<file path="src/rtl/async_down_counter_pkg.sv">
// Shared definitions for the ripple counter family: JK operation encoding,
// default width and an all-ones mask helper.
package async_cnt_pkg;

    typedef enum logic [1:0] {
        HOLD   = 2'b00,
        RESET  = 2'b01,
        SET    = 2'b10,
        TOGGLE = 2'b11
    } jk_op_t;

    localparam int unsigned CNT_WIDTH_DEFAULT = 3;

    function automatic logic [31:0] all_ones(input int unsigned width);
        if (width >= 32)
            return '1;
        return (32'd1 << width) - 32'd1;
    endfunction

endpackage

</file>
<file path="src/rtl/async_down_counter_if.sv">
// Count-control and status bundle for async_down_counter; the slave modport
// is the counter side, the master modport is the controlling logic.
interface async_down_counter_if
    import async_cnt_pkg::*;
#(
    parameter int unsigned WIDTH = CNT_WIDTH_DEFAULT
) ();

    logic             en;
    logic             clr;
    logic [WIDTH-1:0] q;
    logic             tc;
    logic             underflow;

    modport master (output en, output clr, input q, input tc, input underflow);
    modport slave  (input en, input clr, output q, output tc, output underflow);

endinterface

</file>
<file path="src/rtl/async_down_counter_jk_ff_rn.sv">
// Negedge-triggered JK cell with asynchronous active-low preset to 1.
module jk_ff_rn
    import async_cnt_pkg::*;
(
    input  logic clk,
    input  logic pre_n,
    input  logic j,
    input  logic k,
    output logic q
);

    always_ff @(negedge clk or negedge pre_n) begin
        if (!pre_n) begin
            q <= 1'b1;
        end else begin
            unique case (jk_op_t'({j, k}))
                HOLD:    q <= q;
                RESET:   q <= 1'b0;
                SET:     q <= 1'b1;
                TOGGLE:  q <= ~q;
            endcase
        end
    end

endmodule

</file>
<file path="src/rtl/async_down_counter.sv">
// Ripple down counter with rising-edge output register, terminal-count pulse
// and optional sticky underflow flag (ASYNC_DOWN_CNT_UNDERFLOW_EN).
module async_down_counter
    import async_cnt_pkg::*;
#(
    parameter int unsigned WIDTH = CNT_WIDTH_DEFAULT
) (
    input  logic                 clk,
    input  logic                 rst_n,
    async_down_counter_if.slave  bus
);

    localparam logic [WIDTH-1:0] ALL_ONES = WIDTH'(all_ones(WIDTH));

    logic [WIDTH-1:0] r;
    logic [WIDTH-1:0] stage_clk;
    logic [WIDTH-1:0] q_r;
    logic             tc_r;

    // Each later stage fires on the rising edge of the previous bit, i.e. on a borrow.
    for (genvar i = 0; i < WIDTH; i++) begin : g_stage
        if (i == 0) begin : g_first
            assign stage_clk[i] = clk;
            jk_ff_rn u_jk (
                .clk   (stage_clk[i]),
                .pre_n (rst_n),
                .j     (bus.en),
                .k     (bus.en),
                .q     (r[i])
            );
        end else begin : g_next
            assign stage_clk[i] = ~r[i-1];
            jk_ff_rn u_jk (
                .clk   (stage_clk[i]),
                .pre_n (rst_n),
                .j     (1'b1),
                .k     (1'b1),
                .q     (r[i])
            );
        end
    end

    always_ff @(posedge clk or negedge rst_n) begin
        if (!rst_n) begin
            q_r  <= ALL_ONES;
            tc_r <= 1'b0;
        end else begin
            q_r  <= r;
            tc_r <= (r == '0) && (q_r != '0);
        end
    end

    assign bus.q  = q_r;
    assign bus.tc = tc_r;

`ifdef ASYNC_DOWN_CNT_UNDERFLOW_EN
    logic uf_r;

    // Wrap takes priority over clr so a same-edge clear cannot lose the event.
    always_ff @(posedge clk or negedge rst_n) begin
        if (!rst_n)
            uf_r <= 1'b0;
        else if ((q_r == '0) && (r == ALL_ONES))
            uf_r <= 1'b1;
        else if (bus.clr)
            uf_r <= 1'b0;
    end

    assign bus.underflow = uf_r;
`else
    logic unused_clr;
    assign unused_clr    = bus.clr;
    assign bus.underflow = 1'b0;
`endif

endmodule

</file>
<file path="src/flat_wrapper.sv">
// flat-port wrapper written by rule: the top's interface ports become plain ports
module async_down_counter_flat import async_cnt_pkg::*;
#(
    parameter int unsigned WIDTH = CNT_WIDTH_DEFAULT
)
  (clk, rst_n, bus_en, bus_clr, bus_q, bus_tc, bus_underflow);
  async_down_counter_if #(.WIDTH(WIDTH)) bus_i ();
  input  logic clk;
  input  logic rst_n;
  input wire logic [$bits(bus_i.en)-1:0] bus_en;
  input wire logic [$bits(bus_i.clr)-1:0] bus_clr;
  output wire logic [$bits(bus_i.q)-1:0] bus_q;
  output wire logic [$bits(bus_i.tc)-1:0] bus_tc;
  output wire logic [$bits(bus_i.underflow)-1:0] bus_underflow;
  assign bus_i.en = bus_en;
  assign bus_i.clr = bus_clr;
  assign bus_q = bus_i.q;
  assign bus_tc = bus_i.tc;
  assign bus_underflow = bus_i.underflow;
  async_down_counter #(.WIDTH(WIDTH)) u_core (.clk(clk), .rst_n(rst_n), .bus(bus_i));
endmodule
</file>
<file path="config.mk">
export PLATFORM = sky130hd
export DESIGN_NAME = async_down_counter_flat
export DESIGN_NICKNAME = d
export VERILOG_FILES = /design/src/rtl/async_down_counter_pkg.sv /design/src/rtl/async_down_counter_if.sv /design/src/rtl/async_down_counter_jk_ff_rn.sv /design/src/rtl/async_down_counter.sv /design/src/flat_wrapper.sv
export SDC_FILE = /design/constraint.sdc
export NUM_CORES = 1
export LEC_CHECK = 0
export ABC_AREA = 1
export CORE_AREA = 2 2 39 41
export CTS_BUF_LIST = sky130_fd_sc_hd__clkbuf_2 sky130_fd_sc_hd__clkbuf_4 sky130_fd_sc_hd__clkbuf_8
export DETAILED_ROUTE_END_ITERATION = 16
export DIE_AREA = 0 0 41 43
export SLEW_MARGIN = 25
export SYNTH_ARGS = -nofsm -noshare
export SYNTH_HDL_FRONTEND = slang
export SYNTH_SLANG_ARGS = --single-unit
</file>
<file path="constraint.sdc">
create_clock -name clk -period 2.72 [get_ports clk]
set_clock_uncertainty 0.15 [all_clocks]
set_input_delay 0.544 -clock clk [delete_from_list [all_inputs] [get_ports clk]]
set_output_delay 0.544 -clock clk [all_outputs]
set_load 0.02 [all_outputs]
</file>
# Word level (Yosys, flattened, before mapping)
# Cells that the tools add are included.
# word_totals
reg_bits	7
input_bits	4
out_inout_bits	5
wordCells	16
# op_classes
eq_ne	3
n_mux	1
n_bitwise	3
n_reduce_logical	4
# op_table
op	n
$eq 2x2->1 const B	2
$logic_not 3->1	1
$not 1->1	3
$pmux 1 s3	1
$reduce_bool 3->1	1
$eq 2x1->1 const B	1
$logic_not 2->1	1
$logic_and 1x1->1	1

# Depth between registers and ports, before layout
# Gate-level depths: netlist (run 1).
# depth
word_depth	2
depth_mapped	4
depth_no_buf	4

# By module
# From an unflattened synthesis (run 1), not the netlist that was laid out.
# hier_totals
cells_unflattened	37
area_unflattened_um2	299.0
# by_module_without_submodules
module	instances	cells_per_inst	area_each_um2	seq_area_each_um2
async_down_counter	1	16	152.6	103.8
jk_ff_rn	3	7	48.8	26.3

==> metrics.md, run 1 <==
| Metric | Value |
|---|---|
| Status | finished clean |
| Placed inst area | 320 um^2 |
| Die Y | 43 um |
| Final wirelength | 321 um |
| Number of unconstrained endpoints | 4 |
| Antenna Cells | 0 |
| Ratio of cells with drive above 1 in the final layout | 0.333 |
| Final Instance Area | 347 um^2 |
| Post-synthesis sequential area ratio | 0.760 |
| Crit-path cells | clkdlybuf4s50_1 -> xor2_1 |
| Port-buffer cells | 6 |
| Routed wire per std cell | 6.98 um |
| Std-Cell Rows | 14 |
| Yosys top cell area share | 0.656 |
| CTS tree | done |
| Synth async-reset ratio | 1.00 |
| CP Class | primary input to flip-flop |
| Crit path DAT | 1150 ps |
| Fin. Hold Viols | 0 |
| Max Cap Viol | 0 |
| Buffers plus inverters on the worst setup path | 1 |
| Area Overhead vs Synth | 44.3% |
| Tot GR Track Use | 0.0536 |
| Residual DRC | 0 |
| P_leak | 0.000169 uW |
| Global-route wire length before repair | 531 um |
| Layout net count | 35 |
| GPL Wtd Cong | 0.642 |
| Hold crit path type | flip-flop to flip-flop |
| Vias in the first global route | around 150 |
| Starting Density | 0.174 |
| PostCTS Resize Cnt | 0 |
| Family with the most delay on the worst path | buffers and inverters |
| Inst Count DP | 42 |
| Fin util | 0.250 |
| Vias per inst | between 3 and 4 |
| Dominant cells by area after synthesis | dfstp_2, dfrtp_1, inv_1 |
| Predominant post-synthesis flop cell | dfstp_2 |
| Fin. max-slew vios | 0 |
| Hold buffers post-CTS | 0 |
| Data required time of the worst path | between 1000 and 1500 ps |
| Gr busiest metal | met2 |
| Final TNS setup | 0 ps |
| CP Capture Type | flip-flop |
| Crit Path Max Fanout | 1 |
| Mapped Cells | 20 |
| Crit path launch type | primary input |
| Drt pass-1 iters | 1 |
| CTS clk-pin slew, worst paths | approximately 30 ps |
| H-tree Lvls | 1 |
| EDFF count, synth | 0 |
| R2R setup slack | 360 ps |
| DIE WIDTH | 41 um |
| Die area | 0.00176 mm^2 |
| Syn Area/Cell | 12.0 um^2 |
| DR iter-0 viols | 0 |
| Met3 Use GR | 0.0471 |
| Largest net degree at the start of global routing | 7 |
| RSZ-0062 raised after global routing | false |
| Setup repair bufs after CTS | 0 |
| Slowest Stage Delay on Critical Path | 470 ps |
| Total CTS buffers | 3 |
| PwrDens | 808 mW/mm^2 |
| Number of cells on the worst hold path | 1 |
| Critical path depth | 2 |
| Filler instances | around 160 |
| GRT overflow | 0 |
| Yosys warning total | 0 |
| Post-DRT Antenna Nets | 0 |
| Netlist cell types | 8 |
| Synth cell count leaders | dfstp_2, inv_1, nor2_1 |
| Worst VDD drop | 0.292 mV |
| Register pins left without a clock | 2 |
| Post-synth top area cell | dfstp_2 |
| #FFs+latches synth | 7 |
| GR Util met2 | 0.0688 |
| Final Setup Violations | 0 |
| Worst hold slack | 385 ps |
| CTS Root Cell | clkbuf_4 |
| Clk buf depth | 2 |
| Initial antenna violation count | 0 |
| R2R cell count | 3 |
| Clk_lat worst skew | 290 ps |
| Post-route insts no fill | 46 |
| GR Util met1 | 0.0429 |
| Synthesized area | 240 um^2 |
| Total number of vias | 149 |
| I/O pin cnt | 9 |
| Worst path slowest cell | clkdlybuf4s50_1 |
| Core region area | 0.00138 mm^2 |
| Most frequent cell after synthesis | dfstp_2 |
| Synthesized Nets | 24 |
[cell usage in the layout, fill, tap and decap left out]
cell	n
buf_4	1
clkbuf_4	3
clkdlybuf4s50_1	6
conb_1	1
dfrtp_1	1
dfstp_2	6
inv_1	6
nand2_1	2
nor2_1	3
xor2_1	1
[routing by layer]
layer,share of wire,vias to the layer above
met3,0.12,2
met5,0,-
met1,0.40,68
li1,-,71
met2,0.46,8
met4,0.019,0
[through the flow]
step	power [uW]	setup WS, ps
3_3_place_gp	202	-18.8
2_1_floorplan	165	444
6_report	280	276
4_1_cts	287	279
5_1_grt	302	242
3_5_place_dp	203	-25.2
[worst paths after layout]
kind                                                               from                                      endpoint
min in group asynchronous                                         rst_n                       u_core.bus.tc$_DFF_PN0_
max in group asynchronous                                         rst_n  u_core.g_stage[0].g_first.u_jk.q$_DFFE_NN1P_
max                                                              bus_en  u_core.g_stage[0].g_first.u_jk.q$_DFFE_NN1P_
min reg2reg                u_core.g_stage[0].g_first.u_jk.q$_DFFE_NN1P_  u_core.g_stage[0].g_first.u_jk.q$_DFFE_NN1P_
max reg2reg                u_core.g_stage[0].g_first.u_jk.q$_DFFE_NN1P_                       u_core.bus.tc$_DFF_PN0_
min                        u_core.g_stage[0].g_first.u_jk.q$_DFFE_NN1P_  u_core.g_stage[0].g_first.u_jk.q$_DFFE_NN1P_
[state kept, by name (all words and copies together), names as in the netlist]
register                       count
u_core.g_stage.g_first.u_jk.q      1
u_core.g_stage.g_next.u_jk.q       2
u_core.bus.q                       3
u_core.bus.tc                      1
[area by class of cell]
class | count | area [um^2] | area share
Inverter | 4 | 15.0 | 0.0433
Sequential cell | 7 | 183 | 0.527
Timing Repair Buffer | 7 | 67.6 | 0.195
Tap cell | 16 | 20.0 | 0.0578
Clock inverter | 2 | 7.51 | 0.0217
Clock buffer | 3 | 22.5 | 0.0650
Multi-Input combinational cell | 7 | 31.3 | 0.0903
[where the power goes]
part	total [uW]	internal [uW]	switching, uW
Combinational	66.4	34.2	32.1
Clock	84.2	53.5	30.7
Sequential	130	116	14.0
Total	280	203	76.9
[kinds of logic after synthesis]
logic type | Yosys count | synth area share
and+or+nand+nor | 5 | 0.0781
other | 1 | 0.0156
xor gates and xnor gates | 1 | 0.0365
buffers and inverters | 6 | 0.109
DFF | 7 | 0.760
No activity file was read; power rests on OpenSTA's default activity.
==> inputs of run 2 (changes only) <==
SLEW_MARGIN = not set   (was 25)
==> results of run 2 <==
Same layout as run 1: the final DEF is identical, and so are final timing and power.
